[config.mk]
export PLATFORM = sky130hd
export DESIGN_NAME = fifo_wr_arbiter_flat
export DESIGN_NICKNAME = d
export VERILOG_FILES = /design/src/rtl/fifo_wr_arbiter_pkg.sv /design/src/rtl/fifo_wr_arbiter_if.sv /design/src/rtl/fifo_wr_arbiter_rr_pick.sv /design/src/rtl/fifo_wr_arbiter.sv /design/src/flat_wrapper.sv
export SDC_FILE = /design/constraint.sdc
export NUM_CORES = 1
export LEC_CHECK = 0
export BUFFER_PORTS_ARGS = -buffer_cell sky130_fd_sc_hd__buf_2
export CAP_MARGIN = 20
export CORE_MARGIN = 10
export CORE_UTILIZATION = 48
export CTS_BUF_LIST = sky130_fd_sc_hd__clkbuf_16
export DETAILED_ROUTE_END_ITERATION = 8
export PLACE_DENSITY = 0.77
export SETUP_SLACK_MARGIN = 0.5
export SLEW_MARGIN = 20
export SYNTH_ARGS = -nofsm -noshare
export SYNTH_HDL_FRONTEND = slang
export SYNTH_HIERARCHICAL = 1
export SYNTH_SLANG_ARGS = --single-unit
[constraint.sdc]
create_clock -name clk -period 4.2 [get_ports clk]
set_clock_uncertainty 0.05 [all_clocks]
set_input_delay 0.21 -clock clk [delete_from_list [all_inputs] [get_ports clk]]
set_output_delay 0.21 -clock clk [all_outputs]
set_load 0.1 [all_outputs]
[src/rtl/fifo_wr_arbiter_pkg.sv]
`default_nettype none
// +------------------------------------------------------------------+
// | fifo_arb_pkg                                                     |
// | Shared types, constants and helpers for fifo_wr_arbiter.         |
// | Revision: 1.0                                                    |
// +------------------------------------------------------------------+
package fifo_arb_pkg;

  typedef enum logic {ARB, BURST} arb_state_t;

  localparam int STAT_W = 16;

  function automatic int rr_next(input int idx, input int n);
    return (idx + 1 >= n) ? 0 : idx + 1;
  endfunction

endpackage
`default_nettype wire

[src/rtl/fifo_wr_arbiter_if.sv]
`default_nettype none
// +------------------------------------------------------------------+
// | fifo_wr_arbiter_if                                               |
// | Requester-side and FIFO-write-side signals of the arbiter.       |
// | Revision: 1.0                                                    |
// +------------------------------------------------------------------+
`ifndef DEF_FIFO_WIDTH
`define DEF_FIFO_WIDTH 8
`endif

interface fifo_wr_arbiter_if #(
  parameter int FIFO_WIDTH = `DEF_FIFO_WIDTH,
  parameter int NUM_REQ    = 4
);
  logic [NUM_REQ-1:0]            req;
  logic [NUM_REQ-1:0]            lock;
  logic [NUM_REQ*FIFO_WIDTH-1:0] req_data;
  logic [NUM_REQ-1:0]            gnt;
  logic                          full;
  logic                          wr_en;
  logic [FIFO_WIDTH-1:0]         data_in;

  modport master (
    output req, lock, req_data, full,
    input  gnt, wr_en, data_in
  );

  modport slave (
    input  req, lock, req_data, full,
    output gnt, wr_en, data_in
  );
endinterface
`default_nettype wire

[src/rtl/fifo_wr_arbiter_rr_pick.sv]
`default_nettype none
// +------------------------------------------------------------------+
// | rr_pick                                                          |
// | Combinational round-robin picker: first request from i_ptr up.   |
// | Revision: 1.0                                                    |
// +------------------------------------------------------------------+
module rr_pick #(
  parameter int NUM_REQ = 4,
  parameter int PTR_W   = $clog2(NUM_REQ)
) (
  input  wire logic [NUM_REQ-1:0] i_req,
  input  wire logic [PTR_W-1:0]   i_ptr,
  output logic      [NUM_REQ-1:0] o_onehot,
  output logic      [PTR_W-1:0]   o_idx,
  output logic                    o_any
);

  always_comb begin
    int j;
    j        = 0;
    o_onehot = '0;
    o_idx    = '0;
    o_any    = 1'b0;
    for (int k = 0; k < NUM_REQ; k++) begin
      j = int'(i_ptr) + k;
      if (j >= NUM_REQ) j = j - NUM_REQ;
      if (!o_any && i_req[j]) begin
        o_any       = 1'b1;
        o_onehot[j] = 1'b1;
        o_idx       = PTR_W'(j);
      end
    end
  end

endmodule
`default_nettype wire

[src/rtl/fifo_wr_arbiter.sv]
`default_nettype none
// +------------------------------------------------------------------+
// | fifo_wr_arbiter                                                  |
// | Round-robin FIFO write-port arbiter with locked bursts.          |
// | Optional macro FIFO_ARB_STATS_EN adds write/stall counters.      |
// | Revision: 1.0                                                    |
// +------------------------------------------------------------------+
`ifndef DEF_FIFO_WIDTH
`define DEF_FIFO_WIDTH 8
`endif

module fifo_wr_arbiter
  import fifo_arb_pkg::*;
#(
  parameter int FIFO_WIDTH = `DEF_FIFO_WIDTH,
  parameter int NUM_REQ    = 4,
  parameter int MAX_BURST  = 4
) (
  input  wire logic                      clk,
  input  wire logic                      rst,
`ifdef FIFO_ARB_STATS_EN
  output logic [NUM_REQ*STAT_W-1:0]      stat_cnt,
  output logic [STAT_W-1:0]              stall_cnt,
`endif
  fifo_wr_arbiter_if.slave               bus
);

  localparam int   PTR_W    = $clog2(NUM_REQ);
  localparam int   CNT_W    = $clog2(MAX_BURST + 1);
  localparam logic BURST_EN = (MAX_BURST > 1);

  arb_state_t         r_state;
  logic [PTR_W-1:0]   r_rr_ptr;
  logic [PTR_W-1:0]   r_owner;
  logic [CNT_W-1:0]   r_beat_cnt;

  logic [NUM_REQ-1:0]    w_win_onehot;
  logic [PTR_W-1:0]      w_win_idx;
  logic                  w_win_any;
  logic [NUM_REQ-1:0]    w_gnt;
  logic [FIFO_WIDTH-1:0] w_data;

  rr_pick #(
    .NUM_REQ (NUM_REQ),
    .PTR_W   (PTR_W)
  ) u_rr_pick (
    .i_req    (bus.req),
    .i_ptr    (r_rr_ptr),
    .o_onehot (w_win_onehot),
    .o_idx    (w_win_idx),
    .o_any    (w_win_any)
  );

  always_comb begin
    w_gnt = '0;
    if (!rst && !bus.full) begin
      if (r_state == ARB) begin
        if (w_win_any) w_gnt = w_win_onehot;
      end else begin
        w_gnt[r_owner] = bus.req[r_owner];
      end
    end
  end

  always_comb begin
    w_data = '0;
    for (int i = 0; i < NUM_REQ; i++) begin
      if (w_gnt[i]) w_data = w_data | bus.req_data[i*FIFO_WIDTH +: FIFO_WIDTH];
    end
  end

  assign bus.gnt     = w_gnt;
  assign bus.wr_en   = |w_gnt;
  assign bus.data_in = w_data;

  always_ff @(posedge clk) begin
    if (rst) begin
      r_state    <= ARB;
      r_rr_ptr   <= '0;
      r_owner    <= '0;
      r_beat_cnt <= '0;
    end else begin
      case (r_state)
        ARB: begin
          if (!bus.full && w_win_any) begin
            r_rr_ptr <= PTR_W'(rr_next(int'(w_win_idx), NUM_REQ));
            if (bus.lock[w_win_idx] && BURST_EN) begin
              r_state    <= BURST;
              r_owner    <= w_win_idx;
              r_beat_cnt <= CNT_W'(1);
            end
          end
        end
        BURST: begin
          // A full stall freezes the burst; only a dropped request abandons it.
          if (!bus.req[r_owner]) begin
            r_state <= ARB;
          end else if (!bus.full) begin
            r_beat_cnt <= r_beat_cnt + 1'b1;
            if ((int'(r_beat_cnt) + 1 == MAX_BURST) || !bus.lock[r_owner])
              r_state <= ARB;
          end
        end
        default: r_state <= ARB;
      endcase
    end
  end

`ifdef FIFO_ARB_STATS_EN
  for (genvar i = 0; i < NUM_REQ; i++) begin : g_stat
    logic [STAT_W-1:0] r_cnt;
    always_ff @(posedge clk) begin
      if (rst) r_cnt <= '0;
      else if (w_gnt[i] && (r_cnt != '1)) r_cnt <= r_cnt + 1'b1;
    end
    assign stat_cnt[i*STAT_W +: STAT_W] = r_cnt;
  end

  logic [STAT_W-1:0] r_stall_cnt;
  always_ff @(posedge clk) begin
    if (rst) r_stall_cnt <= '0;
    else if ((|bus.req) && bus.full && (r_stall_cnt != '1)) r_stall_cnt <= r_stall_cnt + 1'b1;
  end
  assign stall_cnt = r_stall_cnt;
`endif

endmodule
`default_nettype wire

[src/flat_wrapper.sv]
// flat-port wrapper written by rule: the top's interface ports become plain ports
module fifo_wr_arbiter_flat import fifo_arb_pkg::*;
#(
  parameter int FIFO_WIDTH = `DEF_FIFO_WIDTH,
  parameter int NUM_REQ    = 4,
  parameter int MAX_BURST  = 4
)
  (clk, rst, bus_req, bus_lock, bus_req_data, bus_full, bus_gnt, bus_wr_en, bus_data_in);
  fifo_wr_arbiter_if #(.FIFO_WIDTH(FIFO_WIDTH), .NUM_REQ(NUM_REQ)) bus_i ();
  input  wire logic clk;
  input  wire logic rst;
  input wire logic [$bits(bus_i.req)-1:0] bus_req;
  input wire logic [$bits(bus_i.lock)-1:0] bus_lock;
  input wire logic [$bits(bus_i.req_data)-1:0] bus_req_data;
  input wire logic [$bits(bus_i.full)-1:0] bus_full;
  output wire logic [$bits(bus_i.gnt)-1:0] bus_gnt;
  output wire logic [$bits(bus_i.wr_en)-1:0] bus_wr_en;
  output wire logic [$bits(bus_i.data_in)-1:0] bus_data_in;
  assign bus_i.req = bus_req;
  assign bus_i.lock = bus_lock;
  assign bus_i.req_data = bus_req_data;
  assign bus_i.full = bus_full;
  assign bus_gnt = bus_i.gnt;
  assign bus_wr_en = bus_i.wr_en;
  assign bus_data_in = bus_i.data_in;
  fifo_wr_arbiter #(.FIFO_WIDTH(FIFO_WIDTH), .NUM_REQ(NUM_REQ), .MAX_BURST(MAX_BURST)) u_core (.clk(clk), .rst(rst), .bus(bus_i));
endmodule
==> metrics.log, run 1 <==
[metrics] sum of negative setup slack: 0 ps
[metrics] number of synthesized flops with an enable pin: 0
[metrics] distinct cell type count of the synthesized netlist: 49
[metrics] asr flop ratio synth: 0
[metrics] layout filler cell count: 233
[metrics] power density of the placed cells: 792 nW/µm²
[metrics] data arrival at the endpoint of the critical path: 3270 ps
[metrics] Final Critical Period: 3530 ps
[metrics] maximum number of pins on one net before global-route repair: 15
[metrics] endpoint of the worst-slack reg-to-reg timing path: u_core/r_beat_cnt[0]
[metrics] antenna violations before repair: 0
[metrics] RSZ-0062 raised after global routing: no
[metrics] die footprint: 5270 µm²
[metrics] count of synthesis-stage warnings from yosys: 6
[metrics] detailed-router iteration count before antenna repair: 4
[metrics] number of routed nets with antenna violations: 0
[metrics] cell count after synthesis: 151
[metrics] Post-route DRC: 0
[metrics] Hold Path Cell Cnt: 2
[metrics] Inserted Diodes: 0
[metrics] Peak supply drop: 0.000617 V
[metrics] count of pins on the block boundary: 56
[metrics] total wire length after detailed routing: 4.20 mm
[metrics] maximum clock frequency: 283 MHz
[metrics] hold endpoint: u_core/r_beat_cnt[1]
[metrics] violation count after the first detailed-routing iteration: 52
[metrics] placer's final routability congestion estimate: 0.793
[metrics] Final Hold Violating Endpoints: 0
[metrics] die boundary height: 72.6 µm
[metrics] worst reg2reg startpoint: u_core/r_rr_ptr[1]
[metrics] Primary FF master, synth: sky130_fd_sc_hd__dfxtp_1
[metrics] starting utilization of the core area: 0.490
[metrics] area used by multi-input combinational logic: 1120 µm²
[metrics] Final nets: 257
[metrics] crit path max fanout: 15
[metrics] Yosys top cell area share: 0.121
[metrics] Register-to-Register Setup Slack: 1070 ps
[metrics] number of cells in the design after placement: 227
[metrics] global-route wire length before repair: 6.74 mm
[metrics] fraction of final layout cells sized beyond drive strength 1: 0.470
[metrics] CTS tree: done
[metrics] Syn Std Cell Area: 1330 µm²
[metrics] syn_area_per_cell: 8.80 µm²
[metrics] number of max-slew violations in the final report: 0
[metrics] Clock Tree Root: sky130_fd_sc_hd__clkbuf_16
[metrics] vias in the first global route: 1461
[metrics] port buffer count: 55
[metrics] max-cap check violation count: 0
[metrics] maximum clock path buffer count: 2
[metrics] critical path launch point type: register
[metrics] overall die width: 72.6 µm
[metrics] area added between synthesis and finish: 31.3%
[metrics] final count of negative-setup-slack endpoints: 0
[metrics] outcome: finished clean
[metrics] most common cell in the netlist: sky130_fd_sc_hd__o21ai_0
[metrics] placeable core region: 2710 µm²
[metrics] startpoint of the tightest hold check path: rst
[metrics] element type at the critical path end: output pin
[metrics] aggregate global routing overflow: 0
[metrics] synthesized flop and latch total: 8
[metrics] total chip power: 1.38 mW
[metrics] clk slew on worst S/H paths: 30 ps
[metrics] post-DR wirelength/cell: 18.0 µm
[metrics] placed wire-length estimate after detailed placement: 3.19 mm
[metrics] static leakage power: 0.706 nW
[metrics] total via count in the routed design: 1470
[metrics] number of CTS-inserted buffers: 3
[metrics] cell taking the most area after synthesis: sky130_fd_sc_hd__dfxtp_1
[metrics] Storage cell area: 164 µm²
[metrics] register area share after synthesis: 0.121
[metrics] final critical-path share of the clock period: 0.841
[metrics] max-slew headroom at the worst pin: 0.480
[metrics] sinks on the clock net: 8
[metrics] count of non-filler cells in the finished layout: 233
[metrics] required time at the worst-slack endpoint: 3940 ps
[metrics] all-layer global routing usage: 0.153
[metrics] vias per inst: 6.31
[metrics] clock latency at the later pin of the worst-skew pair: 230 ps
[metrics] worst reg-to-reg path cell count: 10
[metrics] final worst hold slack: 222 ps
[metrics] CTS hold repair buffers: 0
[metrics] path class of the lowest-slack min-delay path: input pin to register
[metrics] most instantiated cells after synthesis: 22 x sky130_fd_sc_hd__o21ai_0, 12 x sky130_fd_sc_hd__a21oi_1, 10 x sky130_fd_sc_hd__ha_1
[metrics] H-tree Lvls: 1
[metrics] largest cells by area after synthesis: sky130_fd_sc_hd__dfxtp_1 12%, sky130_fd_sc_hd__ha_1 9.4%, sky130_fd_sc_hd__o21ai_0 8.3%, sky130_fd_sc_hd__a221o_1 6.0%, sky130_fd_sc_hd__mux4_1 5.9%
[metrics] startpoint-to-endpoint class of the critical path: register to output pin
[metrics] synthesized netlist net count: 204
[metrics] std cell rows: 19
[metrics] worst slew pin tran: 768 ps
critical path: stages, from the launching register on:
cell	delay [ps]
sky130_fd_sc_hd__dfxtp_1	320
sky130_fd_sc_hd__buf_4	220
sky130_fd_sc_hd__mux4_1	710
sky130_fd_sc_hd__and2b_2	300
sky130_fd_sc_hd__a22oi_1	140
sky130_fd_sc_hd__o21ai_0	90
sky130_fd_sc_hd__and3b_2	300
sky130_fd_sc_hd__nor2_2	150
sky130_fd_sc_hd__nor2_4	40
sky130_fd_sc_hd__or4_4	520
sky130_fd_sc_hd__buf_4	250
final cells by class:
type	count	share of cell area
Multi-Input combinational cell	127	0.642
Timing Repair Buffer	59	0.188
Sequential cell	8	0.0940
Clock buffer	3	0.0430
Tap cell	31	0.0222
Inverter	5	0.0108
per-stage QoR:
step | worst slack, ps | utilization | area, µm²
after floorplan | 423 | - | 1370
after global placement | 754 | 0.584 | 1580
after detailed placement | 572 | 0.584 | 1580
after CTS | 521 | 0.616 | 1670
after global routing | 502 | 0.644 | 1740
final | 669 | 0.644 | 1740
routing by layer:
layer | vias up | share of wire | GRT usage
li1 | 708 | - | -
met1 | 686 | 0.39 | 0.160
met2 | 69 | 0.49 | 0.266
met3 | 7 | 0.098 | 0.0517
met4 | 0 | 0.021 | 0.0717
met5 | - | 0 | 0
timing repair:
item                                    4_1_cts  5_1_grt
setup buffers                                 0        2
resized for setup                             5       12
endpoints found under the setup margin        9        9
endpoints found under the hold margin         0        0
cloned                                        0        1
cells by family (layout without fill, tap and decap cells):
| group | count (synthesis) | count (layout) | share of synthesized area |
|---|---|---|---|
| compound gates | 63 | 63 | 0.312 |
| fa+ha+maj | 10 | 10 | 0.0942 |
| buf+inv | 17 | 67 | 0.0970 |
| flops | 8 | 8 | 0.121 |
| mux | 14 | 15 | 0.173 |
| simple gates | 39 | 39 | 0.203 |
flip-flops by register name, summed over array words and instances (netlist names):
signal	cells
u_core/r_state	1
u_core/r_owner	2
u_core/r_beat_cnt	3
u_core/r_rr_ptr	2
report_power, final:
part	internal (mW)	total [mW]	switching [mW]
registers	0.0995	0.139	0.0397
logic	0.386	1.08	0.697
clock network	0.123	0.160	0.0372
total	0.608	1.38	0.774
worst max-delay path by stage:
stage,start,endpoint,slack (ps),cells after the start
final,u_core/r_rr_ptr[0],bus_wr_en,670,10
after global routing,u_core/r_rr_ptr[0],bus_wr_en,500,10
after CTS,u_core/r_rr_ptr[1],bus_wr_en,520,11
after detailed placement,u_core/r_rr_ptr[1],bus_data_in[5],570,11
after global placement,u_core/r_rr_ptr[1],bus_wr_en,750,11
after floorplan,u_core/r_rr_ptr[0],bus_wr_en,420,13
cell usage in the layout, fill, tap and decap left out, types with 4 or more instances in the layout:
cell type                  count
sky130_fd_sc_hd__dfxtp_1       7
sky130_fd_sc_hd__a22oi_1       8
sky130_fd_sc_hd__nand3b_1      4
sky130_fd_sc_hd__buf_4        10
sky130_fd_sc_hd__o21ai_0      22
sky130_fd_sc_hd__a221o_2       8
sky130_fd_sc_hd__inv_1         5
sky130_fd_sc_hd__buf_2        46
sky130_fd_sc_hd__nand2_1       6
sky130_fd_sc_hd__mux2i_1       5
sky130_fd_sc_hd__ha_1          9
sky130_fd_sc_hd__mux4_1        4
sky130_fd_sc_hd__nor2_1        6
sky130_fd_sc_hd__a21oi_1      12
No activity file was read; power rests on OpenSTA's default activity.
==> run 2: changes to the inputs <==
Settings changed: CORE_UTILIZATION 48 to 44, PLACE_DENSITY 0.77 to 0.74.
Clock period 4.2 ns to 3 ns, I/O delays scaled along.
==> metrics.log, run 2 (synthesis gave the netlist of run 1 again) <==
[metrics] antenna violations before repair: 0 (unchanged)
[metrics] most common cell after layout, fill and taps aside: sky130_fd_sc_hd__buf_2 (unchanged)
[metrics] vias in the first global route: 1745 (was 1461)
[metrics] Final nets: 292 (was 257)
[metrics] failing checks: negative setup slack
[metrics] final count of negative-setup-slack endpoints: 9 (was 0)
[metrics] overall die width: 75.0 µm (was 72.6 µm)
[metrics] utilization after layout: 0.879 (was 0.644)
[metrics] worst reg-to-reg path cell count: 12 (was 10)
[metrics] path class of the lowest-slack min-delay path: input pin to register (unchanged)
[metrics] Register-to-Register Setup Slack: 40 ps (was 1070 ps)
[metrics] sinks on the clock net: 8 (unchanged)
[metrics] number of max-slew violations in the final report: 0 (unchanged)
[metrics] outcome: finished, violations left (was finished clean)
[metrics] aggregate global routing overflow: 0 (unchanged)
[metrics] CTS hold repair buffers: 0 (unchanged)
[metrics] final worst hold slack: 175 ps (was 222 ps)
[metrics] placer's final routability congestion estimate: 0.854 (was 0.793)
[metrics] data arrival at the endpoint of the critical path: 2950 ps (was 3270 ps)
[metrics] fraction of final layout cells sized beyond drive strength 1: 0.714 (was 0.470)
[metrics] Largest register FFs: 3 (unchanged)
[metrics] number of CTS-inserted buffers: 3 (unchanged)
[metrics] all-layer global routing usage: 0.181 (was 0.153)
[metrics] H-tree Lvls: 1 (unchanged)
[metrics] RSZ-0062 raised after global routing: yes (was no)
[metrics] max-slew headroom at the worst pin: 0.489 (was 0.480)
[metrics] clk slew on worst S/H paths: 40 ps (was 30 ps)
[metrics] Hold Path Cell Cnt: 2 (unchanged)
[metrics] total via count in the routed design: 1710 (was 1470)
[metrics] startpoint of the tightest hold check path: rst (unchanged)
[metrics] Peak supply drop: 0.000844 V (was 0.000617 V)
[metrics] static leakage power: 1.00 nW (was 0.706 nW)
[metrics] vias per inst: 6.36 (was 6.31)
[metrics] final critical-path share of the clock period: 1.05
[metrics] Inserted Diodes: 0 (unchanged)
[metrics] placed wire-length estimate after detailed placement: 3.75 mm (was 3.19 mm)
[metrics] startpoint-to-endpoint class of the critical path: register to output pin (unchanged)
[metrics] Clock Tree Root: sky130_fd_sc_hd__clkbuf_16 (unchanged)
[metrics] clock latency at the later pin of the worst-skew pair: 240 ps (was 230 ps)
[metrics] total wire length after detailed routing: 5.86 mm (was 4.20 mm)
[metrics] power density of the placed cells: 1180 nW/µm² (was 792 nW/µm²)
[metrics] critical path launch point type: register (unchanged)
[metrics] port buffer count: 55 (unchanged)
[metrics] element type at the critical path end: output pin (unchanged)
[metrics] Final Hold Violating Endpoints: 0 (unchanged)
[metrics] die boundary height: 75.0 µm (was 72.6 µm)
[metrics] setup ws final: -145 ps (was 669 ps)
[metrics] placeable core region: 2830 µm² (was 2710 µm²)
[metrics] required time at the worst-slack endpoint: 2800 ps (was 3940 ps)
[metrics] violation count after the first detailed-routing iteration: 115 (was 52)
[metrics] maximum clock frequency: 318 MHz
[metrics] post-DR wirelength/cell: 21.8 µm (was 18.0 µm)
[metrics] worst reg2reg startpoint: u_core/r_rr_ptr[0] (was u_core/r_rr_ptr[1])
[metrics] Reg with most FFs: u_core/r_beat_cnt (unchanged)
[metrics] maximum number of pins on one net before global-route repair: 14 (was 15)
[metrics] std cell rows: 19 (unchanged)
[metrics] CTS tree: done (unchanged)
[metrics] number of routed nets with antenna violations: 0 (unchanged)
[metrics] starting utilization of the core area: 0.470 (was 0.490)
[metrics] Final Critical Period: 3150 ps
[metrics] number of cells in the design after placement: 246 (was 227)
[metrics] die footprint: 5620 µm² (was 5270 µm²)
[metrics] worst slew pin tran: 764 ps (was 768 ps)
[metrics] maximum clock path buffer count: 2 (unchanged)
[metrics] count of pins on the block boundary: 56 (unchanged)
[metrics] Post-route DRC: 0 (unchanged)
[metrics] crit path max fanout: 6 (was 15)
[metrics] most frequent cells in the layout: 42 x sky130_fd_sc_hd__buf_2, 29 x sky130_fd_sc_hd__buf_4, 13 x sky130_fd_sc_hd__buf_12 (was 46 x sky130_fd_sc_hd__buf_2, 22 x sky130_fd_sc_hd__o21ai_0, 12 x sky130_fd_sc_hd__a21oi_1)
[metrics] registers with the highest flip-flop counts: u_core/r_beat_cnt (3), u_core/r_owner (2), u_core/r_rr_ptr (2) (unchanged)
[metrics] max-cap check violation count: 0 (unchanged)
[metrics] global-route wire length before repair: 8.18 mm (was 6.74 mm)
[metrics] count of non-filler cells in the finished layout: 269 (was 233)
[metrics] detailed-router iteration count before antenna repair: 4 (unchanged)
[metrics] area added between synthesis and finish: 87.2% (was 31.3%)
[metrics] hold endpoint: u_core/r_owner[0] (was u_core/r_beat_cnt[1])
[metrics] endpoint of the worst-slack reg-to-reg timing path: u_core/r_beat_cnt[0] (unchanged)
## run 2: cell types whose count changed in the layout (fill, tap and decap cells not counted), moves of 7 or more
cell	delta
sky130_fd_sc_hd__o21ai_0	-18
sky130_fd_sc_hd__buf_12	+13
sky130_fd_sc_hd__a21oi_2	+8
sky130_fd_sc_hd__buf_6	+9
sky130_fd_sc_hd__a221o_2	-8
sky130_fd_sc_hd__o21ai_2	+10
sky130_fd_sc_hd__buf_4	+19
sky130_fd_sc_hd__a21oi_1	-8
sky130_fd_sc_hd__o21ai_1	+7
sky130_fd_sc_hd__a221o_4	+8
## run 2: what timing repair did
action | in CTS | in global routing
resized for setup | 41 | 38
buffers inserted | 13 | 6
pin swaps | 16 | 15
setup endpoints to repair | 21 | 21
## run 2: cell type report
| type | instances | area [µm²] |
|---|---|---|
| flip-flops and latches | 8 | 168 |
| clock buffers | 3 | 75.1 |
| inverters | 5 | 23.8 |
| multi-input cells | 126 | 1350 |
| well taps | 31 | 38.8 |
| fillers | 127 | 342 |
| repair buffers | 95 | 832 |
| clock inverters | 1 | 3.75 |
## run 2: report_power, final
part	switching, mW	internal [mW]	leakage (nW)
logic	1.33	1.14	0.892
registers	0.0754	0.144	0.0667
clock network	0.0586	0.174	0.0423
total	1.47	1.46	1.00
## run 2: worst max-delay path, cell delays in order, from the launching register on
cell	delay, ps
sky130_fd_sc_hd__dfxtp_4	400
sky130_fd_sc_hd__inv_6	40
sky130_fd_sc_hd__ha_4	270
sky130_fd_sc_hd__mux4_1	330
sky130_fd_sc_hd__nor4b_4	170
sky130_fd_sc_hd__a22oi_1	200
sky130_fd_sc_hd__o21ai_1	100
sky130_fd_sc_hd__and3b_2	260
sky130_fd_sc_hd__buf_6	150
sky130_fd_sc_hd__o21ai_1	180
sky130_fd_sc_hd__a21oi_2	90
sky130_fd_sc_hd__a221o_4	340
sky130_fd_sc_hd__buf_12	170
## run 2: stage by stage
stage	setup TNS, ps	cell area (µm²)	power (mW)	setup WS, ps
floorplan	-2300	1490	1.53	-280
global placement	0	2030	1.95	74.8
detailed placement	0	2030	2.00	13.7
CTS	-488	2280	2.51	-76.1
global route	-1820	2490	3.04	-225
finish	-1230	2490	2.93	-145
## run 2: layer usage
metal  vias up  global-route usage  share of wire
li1        779                   -              -
met1       830               0.192           0.39
met2        84               0.345           0.53
met3        17              0.0381          0.066
met4         0              0.0630          0.022
met5         -                   0              0
## run 2: worst max-delay path by stage
| stage | cells past startpoint | startpoint | slack, ps | endpoint |
|---|---|---|---|---|
| after floorplan | 11 | u_core/r_rr_ptr[0] | -280 | bus_data_in[0] |
| final | 12 | u_core/r_rr_ptr[0] | -150 | bus_data_in[2] |
| after global placement | 11 | u_core/r_rr_ptr[0] | 70 | bus_wr_en |
| after global routing | 11 | u_core/r_rr_ptr[0] | -220 | bus_data_in[1] |
| after detailed placement | 11 | u_core/r_rr_ptr[0] | 10 | bus_wr_en |
| after CTS | 12 | u_core/r_rr_ptr[0] | -80 | bus_data_in[1] |
